$ cat config.mk
export PLATFORM = sky130hd
export DESIGN_NAME = led_sweep_seq
export DESIGN_NICKNAME = d
export VERILOG_FILES = /design/src/rtl/led_sweep_seq.sv
export SDC_FILE = /design/constraint.sdc
export NUM_CORES = 1
export LEC_CHECK = 0
export CELL_PAD_IN_SITES_DETAIL_PLACEMENT = 1
export CELL_PAD_IN_SITES_GLOBAL_PLACEMENT = 1
export CORE_MARGIN = 5
export CORE_UTILIZATION = 43
export CTS_CLUSTER_DIAMETER = 150
export DETAILED_ROUTE_END_ITERATION = 8
export HOLD_SLACK_MARGIN = 0.08
export PLACE_DENSITY_LB_ADDON = 0.2
export SLEW_MARGIN = 25
export SYNTH_ARGS = -nofsm -noshare
export SYNTH_HDL_FRONTEND = slang
export SYNTH_SLANG_ARGS = --single-unit
$ cat constraint.sdc
create_clock -name clock -period 3.4 [get_ports clock]
set_clock_uncertainty 0.1 [all_clocks]
set_input_delay 1.02 -clock clock [delete_from_list [all_inputs] [get_ports clock]]
set_output_delay 1.02 -clock clock [all_outputs]
set_load 0.03 [all_outputs]
$ cat src/rtl/led_sweep_seq.sv
// led_sweep_seq
//   Drives the board LEDs from the tick-counter timebase strobe. Each rising
//   edge of i_valid, when i_enable is high, advances the pattern one step.
//   Four sweep modes are supported: rotate-left, rotate-right, ping-pong and
//   bar fill/clear. Every step is flagged on o_step. A step that completes a
//   pattern period is also flagged on o_wrap.
//
// Ports
//   clock     in   1        system clock, rising edge
//   i_reset   in   1        synchronous, active-high reset
//   i_valid   in   1        timebase strobe; only its rising edge matters
//   i_enable  in   1        1 = steps allowed, 0 = pattern frozen
//   i_mode    in   NB_MODE  00 rot-left, 01 rot-right, 10 ping-pong, 11 bar
//   o_led     out  NB_LEDS  registered LED pattern, bit0 = LED0
//   o_step    out  1        pulse in the cycle o_led takes a stepped value
//   o_wrap    out  1        pulse with the step that returns o_led to the seed
module led_sweep_seq #(
  parameter int NB_LEDS = 4,
  parameter int NB_MODE = 2
) (
  input  logic               clock,
  input  logic               i_reset,
  input  logic               i_valid,
  input  logic               i_enable,
  input  logic [NB_MODE-1:0] i_mode,
  output logic [NB_LEDS-1:0] o_led,
  output logic               o_step,
  output logic               o_wrap
);

  localparam logic [NB_MODE-1:0] MODE_ROTL = NB_MODE'(0);
  localparam logic [NB_MODE-1:0] MODE_ROTR = NB_MODE'(1);
  localparam logic [NB_MODE-1:0] MODE_PING = NB_MODE'(2);

  // Ping-pong direction and bar phase state encodings
  localparam logic [0:0] DIR_UP    = 1'b0;
  localparam logic [0:0] DIR_DOWN  = 1'b1;
  localparam logic [0:0] PH_FILL   = 1'b0;
  localparam logic [0:0] PH_CLEAR  = 1'b1;

  localparam logic [NB_LEDS-1:0] LED_LO   = {{(NB_LEDS-1){1'b0}}, 1'b1};
  localparam logic [NB_LEDS-1:0] LED_HI   = {1'b1, {(NB_LEDS-1){1'b0}}};
  localparam logic [NB_LEDS-1:0] LED_ZERO = '0;
  localparam logic [NB_LEDS-1:0] LED_ONES = '1;

  function automatic logic [NB_LEDS-1:0] seed_of(input logic [NB_MODE-1:0] m);
    case (m)
      MODE_ROTL: seed_of = LED_LO;
      MODE_ROTR: seed_of = LED_HI;
      MODE_PING: seed_of = LED_LO;
      default:   seed_of = LED_ZERO;
    endcase
  endfunction

  logic               valid_d;
  logic [NB_MODE-1:0] mode_d;
  logic [0:0]         dir;
  logic [0:0]         phase;

  logic               step;
  logic               mode_chg;
  logic               is_onehot;
  logic               is_thermo;
  logic [NB_LEDS-1:0] inv_led;

  logic [NB_LEDS-1:0] nxt_led;
  logic [0:0]         nxt_dir;
  logic [0:0]         nxt_phase;
  logic               nxt_step;
  logic               nxt_wrap;

  assign step     = i_valid & ~valid_d & i_enable;
  assign mode_chg = (i_mode != mode_d);

  // x & (x-1) clears the lowest set bit; zero result with x!=0 means one-hot.
  assign is_onehot = (o_led != LED_ZERO) && ((o_led & (o_led - LED_LO)) == LED_ZERO);

  // A bar pattern is either ones packed at the bottom (filling) or ones
  // packed at the top (clearing). x & (x+1) is zero only for 0..01..1.
  assign inv_led   = ~o_led;
  assign is_thermo = ((o_led & (o_led + LED_LO)) == LED_ZERO) ||
                     ((inv_led & (inv_led + LED_LO)) == LED_ZERO);

  always_comb begin
    nxt_led   = o_led;
    nxt_dir   = dir;
    nxt_phase = phase;
    nxt_step  = 1'b0;
    nxt_wrap  = 1'b0;
    if (mode_chg) begin
      // Mode change wins over a coincident step; that step is dropped.
      nxt_led   = seed_of(i_mode);
      nxt_dir   = DIR_UP;
      nxt_phase = PH_FILL;
    end else if (step) begin
      nxt_step = 1'b1;
      case (mode_d)
        MODE_ROTL: begin
          if (!is_onehot) begin
            nxt_led = seed_of(mode_d);
          end else begin
            nxt_led  = {o_led[NB_LEDS-2:0], o_led[NB_LEDS-1]};
            nxt_wrap = (nxt_led == LED_LO);
          end
        end
        MODE_ROTR: begin
          if (!is_onehot) begin
            nxt_led = seed_of(mode_d);
          end else begin
            nxt_led  = {o_led[0], o_led[NB_LEDS-1:1]};
            nxt_wrap = (nxt_led == LED_HI);
          end
        end
        MODE_PING: begin
          if (!is_onehot) begin
            nxt_led = seed_of(mode_d);
            nxt_dir = DIR_UP;
          end else if (dir == DIR_UP) begin
            nxt_led = {o_led[NB_LEDS-2:0], 1'b0};
            // Turn as soon as the top LED lights so it is shown only once.
            if (nxt_led[NB_LEDS-1]) nxt_dir = DIR_DOWN;
          end else begin
            nxt_led = {1'b0, o_led[NB_LEDS-1:1]};
            if (nxt_led[0]) begin
              nxt_dir  = DIR_UP;
              nxt_wrap = 1'b1;
            end
          end
        end
        default: begin
          if (!is_thermo) begin
            nxt_led   = seed_of(mode_d);
            nxt_phase = PH_FILL;
          end else if (phase == PH_FILL) begin
            nxt_led = {o_led[NB_LEDS-2:0], 1'b1};
            if (nxt_led == LED_ONES) nxt_phase = PH_CLEAR;
          end else begin
            nxt_led = {o_led[NB_LEDS-2:0], 1'b0};
            if (nxt_led == LED_ZERO) begin
              nxt_phase = PH_FILL;
              nxt_wrap  = 1'b1;
            end
          end
        end
      endcase
    end
  end

  always_ff @(posedge clock) begin
    if (i_reset) begin
      o_led   <= seed_of(i_mode);
      o_step  <= 1'b0;
      o_wrap  <= 1'b0;
      valid_d <= 1'b0;
      mode_d  <= i_mode;
      dir     <= DIR_UP;
      phase   <= PH_FILL;
    end else begin
      o_led   <= nxt_led;
      o_step  <= nxt_step;
      o_wrap  <= nxt_wrap;
      valid_d <= i_valid;
      mode_d  <= i_mode;
      dir     <= nxt_dir;
      phase   <= nxt_phase;
    end
  end

endmodule

-- Word-level counts from Yosys, hierarchy flattened
Cells that the tools add are included.
- logic and storage cells: 72
- output and inout bits: 6
- bits of input ports: 6
- flip-flop bits (word level): 11
- reduce and logical (&&, ||, !) cells: 16
- equality and inequality tests: 8
- multiplexer cells: 29
- bitwise operators: 9
- $add $sub $neg: 3
- operator list (cell ; count):
    4-bit two-way mux ; 8
    1-bit two-way mux ; 18
    4-bit bitwise AND ; 3
    4-bit logical NOT ; 3
    4-bit case mux with 3 select lines ; 1
    4-bit by 1-bit adder with 4-bit output (second input constant) ; 2
    4-bit case mux with 2 select lines ; 1
    3-bit OR reduction ; 2
    2-bit by 1-bit equality test with 1-bit output (second input constant) ; 2
    2-bit equality test (second input constant) ; 2
    4-bit by 1-bit equality test with 1-bit output (second input constant) ; 1
    4-bit equality test (second input constant) ; 1
    2-bit logical NOT ; 2
    4-bit NOT ; 1
    2-bit AND reduction ; 2
    4-bit nonzero test ; 1
    2-bit OR reduction ; 2
    4-bit by 1-bit subtractor with 4-bit output (second input constant) ; 1
    3-bit equality test (second input constant) ; 1
    3-bit logical NOT ; 1
    1-bit NOT ; 3
    1-bit case mux with 3 select lines ; 1
    3-bit nonzero test ; 1
    1-bit bitwise AND ; 2
    3 further kinds ; 3

-- Longest topological paths before layout
- depth after elaboration: 10
- depth in mapped cells: 7
- mapped depth without buffers: 6

-- Worst setup path after synthesis
Ideal clock, no wire load.
- path type: input port to flip-flop
- start point: input i_mode[1]
- end point: register o_wrap
- path buffers: 1
- data arrival time: 1985 ps
- setup time: 70 ps
- setup slack: 1245 ps
- cell stages on the path: 5
- data required time: 3230 ps
- path through: xor2_1 > or3_1 > buf_2 > nor3_1 > a21boi_1
- cells in the longest elaborated chain, start to end: 2
- RTL lines (element ; line ; RTL):
    from (decl) ; 25 ; input logic [NB_MODE-1:0] i_mode,
    2-bit != test ; 73 ; assign mode_chg = (i_mode != mode_d);
    3-bit OR reduction (no source line) ; n/a ;
    to (signal assigned) ; 161 ; o_wrap <= nxt_wrap;
    to (decl) ; 28 ; output logic o_wrap
No other way between the ends.
A chain may end at the register's enable or synchronous reset.

-- Worst setup path in the final report
- start point: register o_led[1]
- end point: output o_led[1]
- RTL lines (element ; line ; RTL):
    from (decl) ; 26 ; output logic [NB_LEDS-1:0] o_led,
    from (signal assigned) ; 151 ; o_led <= seed_of(i_mode);
    from (signal assigned) ; 159 ; o_led <= nxt_led;
No word-level cell between the ends.

==> qor.csv <==
stage,metric,value,unit
clocking,CTS tree,built,
timing,Pins Over Slew Limit,0,
route,Iter 0 DRT Violations,21,
flow_run,MaxCap Viol Count,0,
clocking,hold buffers post-CTS,0,
cells_and_area,Finished Layout Cells,146,
timing,post-route minimum period,2760,ps
clocking,post-CTS resize count,0,
clocking,Worst-path clk slew,70,ps
place,Placer Congestion,0.800,
floorplan,initial core utilization,45.8,%
route,detailed-route via count,909,
timing,hold slack,376,ps
setup_path,CP max-delay cell,clkdlybuf4s50_1,
clocking,clk sinks,11,
place,Placed Cells,142,
setup_path,Worst path top cell family by delay,buffers and inverters,
synthesis,Syn Area/Cell,8.26,sq um
synthesis,register area share after synthesis,28.4,%
cells_and_area,nets,130,
outcome,status,finished clean,
synthesis,syn_nets,121,
floorplan,row cnt,16,
clocking,htree depth,1,
setup_path,crit path DAT,1640,ps
floorplan,Die Y,56.2,microns
setup_path,WP buf/inv,1,
power_and_ir_drop,VDD IR max,0.000286,V
setup_path,Worst Setup Start Kind,register,
cells_and_area,Final Cell Area,1060,sq um
grt,Congestion Overflow GR,0,
route,# DRC,0,
timing,RSZ-0062 raised after global routing,false,
cells_and_area,fraction of layout cells with a size suffix above 1,7.56,%
setup_path,Worst Setup End Kind,output pin,
grt,GRT Util Overall,17.3,%
setup_path,flop2flop setup slack,1280,ps
place,DP Area,1030,sq um
clocking,CTS root buf,clkbuf_4,
grt,antenna violations before repair,0,
floorplan,Horiz. Die Dim,56.2,microns
synthesis,yosys warns,0,
clocking,number of post-CTS setup repair buffers,0,
route,"wirelength, routed",2690,microns
route,drt wl/cell,18.4,microns
synthesis,Cells after Synth,111,
floorplan,Core Area,2000,sq um
synthesis,count of cell types in the netlist,43,
synthesis,ys flop type,dfxtp_1,
route,vias per cell,6.23,
power_and_ir_drop,leakage power,0.386,nW
timing,Slew HR,58.0,%
timing,Sum Neg Setup Slack,0,ps
grt,number of global-route vias before repair,920,
clocking,Max Buffers Root-to-Sink,2,
timing,fmax,362,MHz
timing,Slew @ Worst Pin,624,ps
cells_and_area,Layout area overhead,15.1,%
place,Port Buffers,11,
route,"antenna viol nets, final",0,
setup_path,Max Fanout on Critical Path,14,
route,drt first pass iters,4,
clocking,TritonCTS Buffers,3,
cells_and_area,Layout Utilization,52.8,%
clocking,worst skew pair latency,270,ps
grt,global-route wire length before repair,4320,microns
timing,Final setup viols,0,
setup_path,critical path type,reg2out,
power_and_ir_drop,PwrDens,352,nW/um^2
synthesis,Async SR Flop Fraction,0,%
grt,largest net degree at the start of global routing,27,
timing,Tcrit/Tclk final,81.2,%
synthesis,number of synthesized register bits,11,
setup_path,"Cell Chain, Critical Path",clkdlybuf4s50_1,
floorplan,num ports,12,
setup_path,CP required,2280,ps
synthesis,post-synthesis instance area,917,sq um
worst_hold_path,HP Class,reg2reg,
floorplan,DIE AREA,3160,sq um
timing,Hold Fails Final Rpt,0,
setup_path,max incr delay on CP,750,ps
synthesis,number of synthesized flops with an enable pin,4,
cells_and_area,ANT cells,0,
place,Final HPWL DP,2050,microns
-- flip-flops by register name (all words and copies together) (netlist names) --
signal,count
mode_d,2
o_step,1
phase,1
o_wrap,1
valid_d,1
o_led,4
dir,1
-- logic make-up after synthesis --
logic type               share of synthesized area [%]
AND/OR/NAND/NOR                                   22.5
AO/OA/AOI/OAI                                     28.7
adder cells (fa/ha/maj)                           5.46
buffers and inverters                             8.73
multiplexers                                      3.41
flip-flops                                        28.4
XOR/XNOR                                          2.87
-- placed cells by master (no fill, tap or decap), drive strengths merged, types with 3 or more instances in the layout --
cell           Yosys  final
ha                 4      4
a21oi              3      3
clkdlybuf4s50      0     11
edfxtp             4      4
o31ai              4      4
nor2               5      5
nand2              8      8
a31oi              3      3
o21ai             11     11
dfxtp              7      7
clkbuf             2      4
buf                8      3
inv                6      6
or3                3      3
xor2               3      3
-- per-stage QoR --
step,worst slack [ps],total power [W]
floorplan,1250,0.000245
global placement,682,0.000277
detailed placement,516,0.000285
CTS,642,0.000373
global route,576,0.000395
finish,638,0.000372
-- report_power, final --
part / leakage, nW / switching [W] / internal [W]
combinational: 0.268 / 0.0000797 / 0.0000514
clock: 0.0150 / 0.0000440 / 0.0000454
sequential: 0.103 / 0.00000733 / 0.000144
total: 0.386 / 0.000131 / 0.000241
-- routing by layer --
layer  vias up  track usage, %  wire length, microns
met5         -               0                     0
met4         0            1.02                     0
met3         0            4.87                   140
met2        35            31.7                  1460
met1       437            20.9                  1100
li1        437               -                     -
-- cells in the mapped netlist (all sizes together), types with 2 or more instances --
| cell type | instances | area share (%) |
|---|---|---|
| nand3 | 2 | 1.1 |
| nand2 | 8 | 3.3 |
| o31ai | 4 | 3.3 |
| o21a | 2 | 1.6 |
| or3 | 3 | 2.0 |
| dfxtp | 7 | 15 |
| mux2i | 2 | 2.2 |
| nor2 | 5 | 2.0 |
| clkbuf | 2 | 0.82 |
| nor3 | 2 | 1.1 |
| a311oi | 2 | 1.9 |
| nand3b | 2 | 1.6 |
| a31oi | 3 | 2.0 |
| a21boi | 2 | 1.6 |
| o21ai | 11 | 6.0 |
| edfxtp | 4 | 13 |
| xor2 | 3 | 2.9 |
| nor2b | 2 | 1.4 |
| nor3b | 2 | 1.6 |
| nor4b | 2 | 1.9 |
| ha | 4 | 5.5 |
| o211ai | 2 | 1.6 |
| a32oi | 2 | 1.9 |
| and3 | 2 | 1.4 |
| inv | 6 | 2.5 |
| buf | 8 | 5.0 |
| a21oi | 3 | 1.6 |
-- final timing paths --
kind | startpoint | endpoint | cells after the start
hold reg to reg | valid_d | o_step | 1
setup / recovery | o_led[1] | o_led[1] | 1
hold / removal | valid_d | o_step | 1
setup reg to reg | o_led[2] | o_led[0] | 5
-- cell type report --
type	instances	area [sq um]
clock buffer	4	26.3
fill	254	946
inverter	7	26.3
multi-input combinational	83	577
sequential	11	260
tap	27	33.8
timing repair buffer	14	133
Note: power is estimated with default switching activity, not from simulation.
